`src/rtl/uart_debug_ctrl_pkg.sv`:
```
`default_nettype none
// +----------------------------------------------------------------------------+
// | Module      : uart_debug_ctrl_pkg                                          |
// | Description : Command codes, reply codes, FSM state encoding and command   |
// |               decoder shared by the UART debug controller.                 |
// | Revision    : 1.0 - initial release                                        |
// +----------------------------------------------------------------------------+
package uart_debug_ctrl_pkg;

    // Host command bytes
    localparam logic [7:0] c_CMD_LOAD = 8'h4C;  // 'L' load instruction memory
    localparam logic [7:0] c_CMD_CONT = 8'h43;  // 'C' run until halt
    localparam logic [7:0] c_CMD_STEP = 8'h53;  // 'S' single step
    localparam logic [7:0] c_CMD_DUMP = 8'h44;  // 'D' dump register file

    // Reply bytes
    localparam logic [7:0] c_BYTE_ACK = 8'h06;
    localparam logic [7:0] c_BYTE_NAK = 8'h15;

    typedef enum logic [3:0] {
        ST_IDLE     = 4'd0,
        ST_LD_CNT   = 4'd1,
        ST_LD_BYTE  = 4'd2,
        ST_LD_WR    = 4'd3,
        ST_ACK      = 4'd4,
        ST_RUN      = 4'd5,
        ST_STEP     = 4'd6,
        ST_DUMP_CAP = 4'd7,
        ST_DUMP_TX  = 4'd8
    } dbg_state_t;

    // Maps a command byte to the state that serves it; ST_IDLE marks an unknown byte.
    function automatic dbg_state_t decode_cmd(input logic [7:0] b);
        dbg_state_t s;
        case (b)
            c_CMD_LOAD: s = ST_LD_CNT;
            c_CMD_CONT: s = ST_RUN;
            c_CMD_STEP: s = ST_STEP;
            c_CMD_DUMP: s = ST_DUMP_CAP;
            default:    s = ST_IDLE;
        endcase
        return s;
    endfunction

endpackage
`default_nettype wire

```
`src/rtl/uart_debug_ctrl_word_tx.sv`:
```
`default_nettype none
// +----------------------------------------------------------------------------+
// | Module      : dbg_word_tx                                                  |
// | Description : Serialises a word into UART bytes, LSB first, honouring TX   |
// |               FIFO backpressure. Length is given per load (1 for replies). |
// | Revision    : 1.0 - initial release                                        |
// +----------------------------------------------------------------------------+
module dbg_word_tx #(
    parameter int NB_WORD = 32,
    parameter int NB_BYTE = 8,
    parameter int NB_LEN  = 3
) (
    input  logic               clk,
    input  logic               i_rst,
    input  logic               i_load,
    input  logic [NB_WORD-1:0] i_word,
    input  logic [NB_LEN-1:0]  i_len,
    input  logic               i_tx_full,
    output logic               o_busy,
    output logic               o_wr,
    output logic [NB_BYTE-1:0] o_wdata
);

    logic [NB_WORD-1:0] shift_q;
    logic [NB_LEN-1:0]  left_q;
    logic               wr_q;
    logic [NB_BYTE-1:0] wdata_q;

    // Push one byte per decision; the gap after each push lets tx_full catch up
    // with the byte just written before the next one is considered.
    always_ff @(posedge clk or posedge i_rst) begin
        if (i_rst) begin
            shift_q <= '0;
            left_q  <= '0;
            wr_q    <= 1'b0;
            wdata_q <= '0;
        end else begin
            wr_q <= 1'b0;
            if (i_load) begin
                shift_q <= i_word;
                left_q  <= i_len;
            end else if ((left_q != '0) && !i_tx_full && !wr_q) begin
                wr_q    <= 1'b1;
                wdata_q <= shift_q[NB_BYTE-1:0];
                shift_q <= shift_q >> NB_BYTE;
                left_q  <= left_q - NB_LEN'(1);
            end
        end
    end

    assign o_busy  = (left_q != '0) || wr_q;
    assign o_wr    = wr_q;
    assign o_wdata = wdata_q;

endmodule
`default_nettype wire

```
`src/rtl/uart_debug_ctrl.sv`:
```
`default_nettype none
// +----------------------------------------------------------------------------+
// | Module      : uart_debug_ctrl                                              |
// | Description : UART command sequencer: loads instruction memory, runs or    |
// |               single-steps the CPU and dumps the register file over TX.    |
// | Revision    : 1.0 - initial release                                        |
// +----------------------------------------------------------------------------+
module uart_debug_ctrl
    import uart_debug_ctrl_pkg::*;
#(
    parameter int NB_INSTRUCTION  = 32,
    parameter int NB_DATA         = 32,
    parameter int IMEM_ADDR_WIDTH = 7,
    parameter int NB_UART_DATA    = 8,
    parameter int NB_REG_ADDR     = 5
) (
    input  logic                       clk,
    input  logic                       i_rst,
    input  logic [NB_UART_DATA-1:0]    i_uart_rx_data,
    input  logic                       i_uart_rx_empty,
    output logic                       o_uart_rd,
    input  logic                       i_uart_tx_full,
    output logic                       o_uart_wr,
    output logic [NB_UART_DATA-1:0]    o_uart_wdata,
    output logic                       o_uart_tx_start,
    output logic                       o_imem_we,
    output logic [IMEM_ADDR_WIDTH-1:0] o_imem_addr,
    output logic [NB_INSTRUCTION-1:0]  o_imem_wdata,
    output logic                       o_cpu_en,
    output logic                       o_cpu_rst,
    input  logic                       i_cpu_halt,
    output logic [NB_REG_ADDR-1:0]     o_dump_addr,
    input  logic [NB_DATA-1:0]         i_dump_data
);

    localparam int INSTR_BYTES = NB_INSTRUCTION / NB_UART_DATA;
    localparam int DATA_BYTES  = NB_DATA / NB_UART_DATA;
    localparam int NB_BIDX     = (INSTR_BYTES > 1) ? $clog2(INSTR_BYTES) : 1;
    localparam int NB_TXLEN    = $clog2(DATA_BYTES + 1);

    localparam logic [NB_BIDX-1:0]     c_LAST_BYTE = NB_BIDX'(INSTR_BYTES - 1);
    localparam logic [NB_REG_ADDR-1:0] c_LAST_REG  = '1;

    dbg_state_t                 state_q;
    logic                       rd_q;
    logic                       tx_start_q;
    logic                       imem_we_q;
    logic [IMEM_ADDR_WIDTH-1:0] imem_addr_q;
    logic [NB_INSTRUCTION-1:0]  imem_wdata_q;
    logic [IMEM_ADDR_WIDTH-1:0] ptr_q;
    logic [NB_UART_DATA-1:0]    cnt_q;
    logic [NB_BIDX-1:0]         bidx_q;
    logic                       cpu_en_q;
    logic                       cpu_rst_q;
    logic [NB_REG_ADDR-1:0]     dump_addr_q;
    logic                       tx_load_q;
    logic [NB_DATA-1:0]         tx_word_q;
    logic [NB_TXLEN-1:0]        tx_len_q;

    logic                       w_tx_busy;
    logic                       w_rx_ok;
    logic                       w_tx_idle;
    dbg_state_t                 w_cmd_state;

    // The popped head stays visible for one cycle after a pop, so never pop back to back.
    assign w_rx_ok     = !i_uart_rx_empty && !rd_q;
    // A load issued last cycle has not reached the serializer yet.
    assign w_tx_idle   = !w_tx_busy && !tx_load_q;
    assign w_cmd_state = decode_cmd(8'(i_uart_rx_data));

    // Command sequencer: all control outputs are registered here.
    always_ff @(posedge clk or posedge i_rst) begin
        if (i_rst) begin
            state_q      <= ST_IDLE;
            rd_q         <= 1'b0;
            tx_start_q   <= 1'b0;
            imem_we_q    <= 1'b0;
            imem_addr_q  <= '0;
            imem_wdata_q <= '0;
            ptr_q        <= '0;
            cnt_q        <= '0;
            bidx_q       <= '0;
            cpu_en_q     <= 1'b0;
            cpu_rst_q    <= 1'b1;
            dump_addr_q  <= '0;
            tx_load_q    <= 1'b0;
            tx_word_q    <= '0;
            tx_len_q     <= '0;
        end else begin
            rd_q       <= 1'b0;
            imem_we_q  <= 1'b0;
            tx_load_q  <= 1'b0;
            tx_start_q <= 1'b1;
            case (state_q)
                ST_IDLE: begin
                    cpu_en_q  <= 1'b0;
                    cpu_rst_q <= 1'b0;
                    // Waiting for the reply serializer keeps RX pops and TX pushes apart.
                    if (w_rx_ok && w_tx_idle) begin
                        rd_q    <= 1'b1;
                        state_q <= w_cmd_state;
                        case (w_cmd_state)
                            ST_LD_CNT:   cpu_rst_q   <= 1'b1;
                            ST_DUMP_CAP: dump_addr_q <= '0;
                            ST_IDLE: begin
                                tx_load_q <= 1'b1;
                                tx_word_q <= NB_DATA'(c_BYTE_NAK);
                                tx_len_q  <= NB_TXLEN'(1);
                            end
                            default: ;
                        endcase
                    end
                end
                ST_LD_CNT: begin
                    if (w_rx_ok) begin
                        rd_q    <= 1'b1;
                        cnt_q   <= i_uart_rx_data;
                        ptr_q   <= '0;
                        bidx_q  <= '0;
                        state_q <= (i_uart_rx_data == '0) ? ST_ACK : ST_LD_BYTE;
                    end
                end
                ST_LD_BYTE: begin
                    // Bytes arrive LSB first: shift in from the top.
                    if (w_rx_ok) begin
                        rd_q         <= 1'b1;
                        imem_wdata_q <= {i_uart_rx_data, imem_wdata_q[NB_INSTRUCTION-1:NB_UART_DATA]};
                        if (bidx_q == c_LAST_BYTE) begin
                            bidx_q  <= '0;
                            state_q <= ST_LD_WR;
                        end else begin
                            bidx_q <= bidx_q + NB_BIDX'(1);
                        end
                    end
                end
                ST_LD_WR: begin
                    imem_we_q   <= 1'b1;
                    imem_addr_q <= ptr_q;
                    ptr_q       <= ptr_q + IMEM_ADDR_WIDTH'(1);
                    cnt_q       <= cnt_q - NB_UART_DATA'(1);
                    state_q     <= (cnt_q == NB_UART_DATA'(1)) ? ST_ACK : ST_LD_BYTE;
                end
                ST_ACK: begin
                    tx_load_q <= 1'b1;
                    tx_word_q <= NB_DATA'(c_BYTE_ACK);
                    tx_len_q  <= NB_TXLEN'(1);
                    cpu_rst_q <= 1'b0;
                    state_q   <= ST_IDLE;
                end
                ST_RUN: begin
                    if (i_cpu_halt) begin
                        cpu_en_q    <= 1'b0;
                        dump_addr_q <= '0;
                        state_q     <= ST_DUMP_CAP;
                    end else begin
                        cpu_en_q <= 1'b1;
                    end
                end
                ST_STEP: begin
                    cpu_en_q    <= !i_cpu_halt;
                    dump_addr_q <= '0;
                    state_q     <= ST_DUMP_CAP;
                end
                ST_DUMP_CAP: begin
                    // Register data is valid one cycle after the address was driven.
                    cpu_en_q  <= 1'b0;
                    tx_load_q <= 1'b1;
                    tx_word_q <= i_dump_data;
                    tx_len_q  <= NB_TXLEN'(DATA_BYTES);
                    state_q   <= ST_DUMP_TX;
                end
                ST_DUMP_TX: begin
                    if (w_tx_idle) begin
                        if (dump_addr_q == c_LAST_REG) begin
                            state_q <= ST_IDLE;
                        end else begin
                            dump_addr_q <= dump_addr_q + NB_REG_ADDR'(1);
                            state_q     <= ST_DUMP_CAP;
                        end
                    end
                end
                default: state_q <= ST_IDLE;
            endcase
        end
    end

    dbg_word_tx #(
        .NB_WORD (NB_DATA),
        .NB_BYTE (NB_UART_DATA),
        .NB_LEN  (NB_TXLEN)
    ) u_word_tx (
        .clk       (clk),
        .i_rst     (i_rst),
        .i_load    (tx_load_q),
        .i_word    (tx_word_q),
        .i_len     (tx_len_q),
        .i_tx_full (i_uart_tx_full),
        .o_busy    (w_tx_busy),
        .o_wr      (o_uart_wr),
        .o_wdata   (o_uart_wdata)
    );

    assign o_uart_rd       = rd_q;
    assign o_uart_tx_start = tx_start_q;
    assign o_imem_we       = imem_we_q;
    assign o_imem_addr     = imem_addr_q;
    assign o_imem_wdata    = imem_wdata_q;
    assign o_cpu_en        = cpu_en_q;
    assign o_cpu_rst       = cpu_rst_q;
    assign o_dump_addr     = dump_addr_q;

endmodule
`default_nettype wire
```
`config.mk`:
```
export PLATFORM = sky130hd
export DESIGN_NAME = uart_debug_ctrl
export DESIGN_NICKNAME = d
export VERILOG_FILES = /design/src/rtl/uart_debug_ctrl_pkg.sv /design/src/rtl/uart_debug_ctrl_word_tx.sv /design/src/rtl/uart_debug_ctrl.sv
export SDC_FILE = /design/constraint.sdc
export NUM_CORES = 1
export LEC_CHECK = 0
export ABC_AREA = 0
export BUFFER_PORTS_ARGS = -buffer_cell sky130_fd_sc_hd__buf_2
export CAP_MARGIN = 10
export CORE_UTILIZATION = 30
export DETAILED_ROUTE_END_ITERATION = 6
export PLACE_DENSITY_LB_ADDON = 0.3
export SYNTH_ARGS = -nofsm -noshare
export SYNTH_HDL_FRONTEND = slang
export SYNTH_SLANG_ARGS = --single-unit
```
`constraint.sdc`:
```
create_clock -name clk -period 8.7 [get_ports clk]
set_clock_uncertainty 0.05 [all_clocks]
set_input_delay 0.87 -clock clk [delete_from_list [all_inputs] [get_ports clk]]
set_output_delay 0.87 -clock clk [all_outputs]
set_load 0.01 [all_outputs]
```
==> results by group <==
Timing
  – Total negative slack: 0 ns
  – Minimum clock period after layout: 3.11 ns
  – Fmax: 0.321 GHz
  – Crit share post-route: between 30% and 40%
  – Unrepaired setup endpoints after global routing: false
  – Setup Viol. Count Final: 0
  – Slew Limit Headroom: between 30% and 40%
  – Slew Viols, Final: 0
  – Worst slew pin tran: around 0.93 ns
  – Final hold viol count: 0

Worst setup path
  – Crit end category: register
  – R2R depth: 6
  – Startpoint Class: register
  – Critical Path AT: 3.35 ns
  – Critical path class: reg -> reg
  – Required @ worst endpoint: just under 9 ns
  – Top fanout value on the critical path: 23

Floorplanning
  – Core footprint: 0.0212 mm2
  – # IOs: 103
  – Die area: roughly 0.022 mm2
  – Die X: 149 um
  – Initial Utilization: 30.8%
  – Die H: 149 um
  – FP Rows: 53

Placement
  – IO buf count: 102
  – Hpwl dp: slightly above 10 mm
  – Placed cell count: 924
  – Routability congestion estimate: ~0.80
  – Placed inst area: 0.00728 mm2

Clock tree
  – Num Clock Sinks: 149
  – Worst-path clk slew: 0.06 ns
  – TritonCTS clock tree: done
  – TritonCTS Buffers: 17
  – Cts hold-fix bufs: 0
  – H-Tree Depth: 4
  – Worst skew pair latency: 0.42 ns
  – Setup repair bufs after CTS: 0
  – PostCTS Resize Cnt: 0
  – Clk root buf: clkbuf_16
  – Longest Clk Path Bufs: 2

Final layout
  – # fillers: 2092
  – Diode count: 0
  – Post-route cell area: 0.00786 mm2
  – Reg area: 0.00373 mm2
  – Multi-input logic area: 0.00259 mm2
  – Layout overhead on the synthesized area: 20.6%
  – Commonest cells after routing, fill and taps aside: dfrtp_1, buf_2, nand2_1
  – Post-Layout Cell Count: 955
  – Ratio of cells with drive above 1 in the final layout: between 20% and 30%
  – Nets: 721
  – Commonest non-fill, non-tap cell in the layout: dfrtp_1

Logic synthesis
  – Post-synth EDFFs: 0
  – Area leader, netlist: dfrtp_1
  – Synth top area cells: dfrtp_1, mux2_2, nand2_1
  – Synth Register Bits: about 150
  – Xor-xnor portion of the synthesized cell area: 0.538%
  – Mux cell area share after synthesis: a little over a tenth
  – Average instance area after synthesis: 11.4 um2
  – Post-Synth Simple-Gate Area: 12.5%
  – Synth Area in Adders: about 1.5%
  – Post-synth top area share: 56.8%
  – Syn_nets: 624
  – Primary FF master, synth: dfrtp_1
  – Async SR Flop Fraction: 100%
  – Syn Std Cell Area: roughly 0.0065 mm2
  – Compound-Gate Fraction of Synth Area: 14.4%
  – Synth unique cells: 66
  – Combinational family with the most area after synthesis: compound AO/OA/AOI/OAI gates
  – Mapped Cells: 571
  – Seq/Total Area, Yosys: 57.2%
  – Ys Warns: 0

Global route
  – GR peak layer: met2
  – Largest net degree at the start of global routing: 95
  – M1 GR Usage: slightly above 20%
  – Vias in the first global route: 4495
  – Overall global routing resource usage: 14.3%
  – Grt ovf: 0
  – First-pass GRT wire length: around 25 mm
  – Met3 Usage GRT: 3.18%
  – Grt met2 use: 21.4%
  – Initial antenna violation count: 1

Route
  – Starting DRT DRC Count: 223
  – Drt drc: 0
  – First-pass DRT Iterations: 4
  – Vias: 4670
  – Vias per cell: just under 5
  – DR WL/cell: 16.1 um
  – WL final: ~15 mm
  – Final antenna-violating net count: 0

Run status
  – Status: finished clean

Flow run
  – Max Cap Viol: 0

Power and ir drop
  – PwrDens: 295 mW/mm2
  – P_leak: 0.00376 uW
  – Peak VDD IR: 0.127 mV

Min path
  – Hold Crit Class: reg -> reg
  – Worst hold path cell count: 2
==> metal layers <==
metal | routed length (um) | vias to the layer above
met5 | 13 | -
met4 | 146 | 2
met3 | 549 | 11
met2 | 6970 | 82
met1 | 7690 | 2309
li1 | - | 2266
==> metrics by stage <==
step / hold WS [ns] / worst slack, ns / util, % / power [uW]
floorplan: 0.399 / 3.77 / - / 1390
global placement: 0.413 / 5.64 / 34.4 / 1600
detailed placement: 0.410 / 5.59 / 34.4 / 1610
CTS: 0.436 / 5.58 / 37.1 / 2350
global route: 0.453 / 5.27 / 37.1 / 2460
finish: 0.425 / 5.59 / 37.1 / 2320
==> layout make-up <==
type / count / area share [%]
clock inverter: 13 / 1.88
sequential: 149 / 47.5
inverter: 12 / 0.637
multi-input combinational: 379 / 33.0
tap: 275 / 4.38
clock buffer: 18 / 5.46
timing repair buffer: 109 / 7.17
==> critical path, stage by stage (launching register included) <==
cell	delay (ns)
dfrtp_1	0.70
nand4bb_1	0.85
inv_1	0.70
nand2_1	0.18
o311a_1	0.31
a21oi_1	0.10
o21ai_0	0.09
==> sequential cells by signal, indices dropped and copies added (netlist names), 5 cells and up <==
register and cells:
cnt_q 8, o_imem_addr 7, ptr_q 7, u_word_tx.o_wdata 8
tx_word_q 32, o_imem_wdata 32, o_dump_addr 5, u_word_tx.shift_q 32
==> worst paths after layout <==
kind / from / endpoint / slack, ns
min: o_imem_addr[5] / o_imem_addr[5] / 0.43
max in group asynchronous: i_rst / tx_word_q[29] / 6.79
max: state_q[0] / cnt_q[4] / 5.59
min reg2reg: o_imem_addr[5] / o_imem_addr[5] / 0.43
max reg2reg: state_q[0] / cnt_q[4] / 5.59
min in group asynchronous: i_rst / o_imem_wdata[21] / 0.56
==> cell families after synthesis <==
kind of cell,count (synthesis)
AO/OA/AOI/OAI,133
AND/OR/NAND/NOR,169
multiplexers,64
adder cells (fa/ha/maj),8
other,1
buffers and inverters,43
flip-flops,149
XOR/XNOR,4
==> power breakdown <==
group | internal (uW) | switching [uW] | leakage [uW]
combinational | 273 | 318 | 0.00152
sequential | 850 | 143 | 0.00197
clock | 425 | 306 | 0.000275
total | 1550 | 767 | 0.00376
==> cell usage after synthesis, types with 9 or more instances <==
library cell and n:
a22o_1 28, inv_1 12, a21oi_1 11, nor3_1 9, dfrtp_1 148, nor2_1 24
mux2_2 40, nand3_1 13, mux2i_1 24, clkbuf_1 20, o21ai_0 53, nand2_1 86
Note: power is estimated with default switching activity, not from simulation.
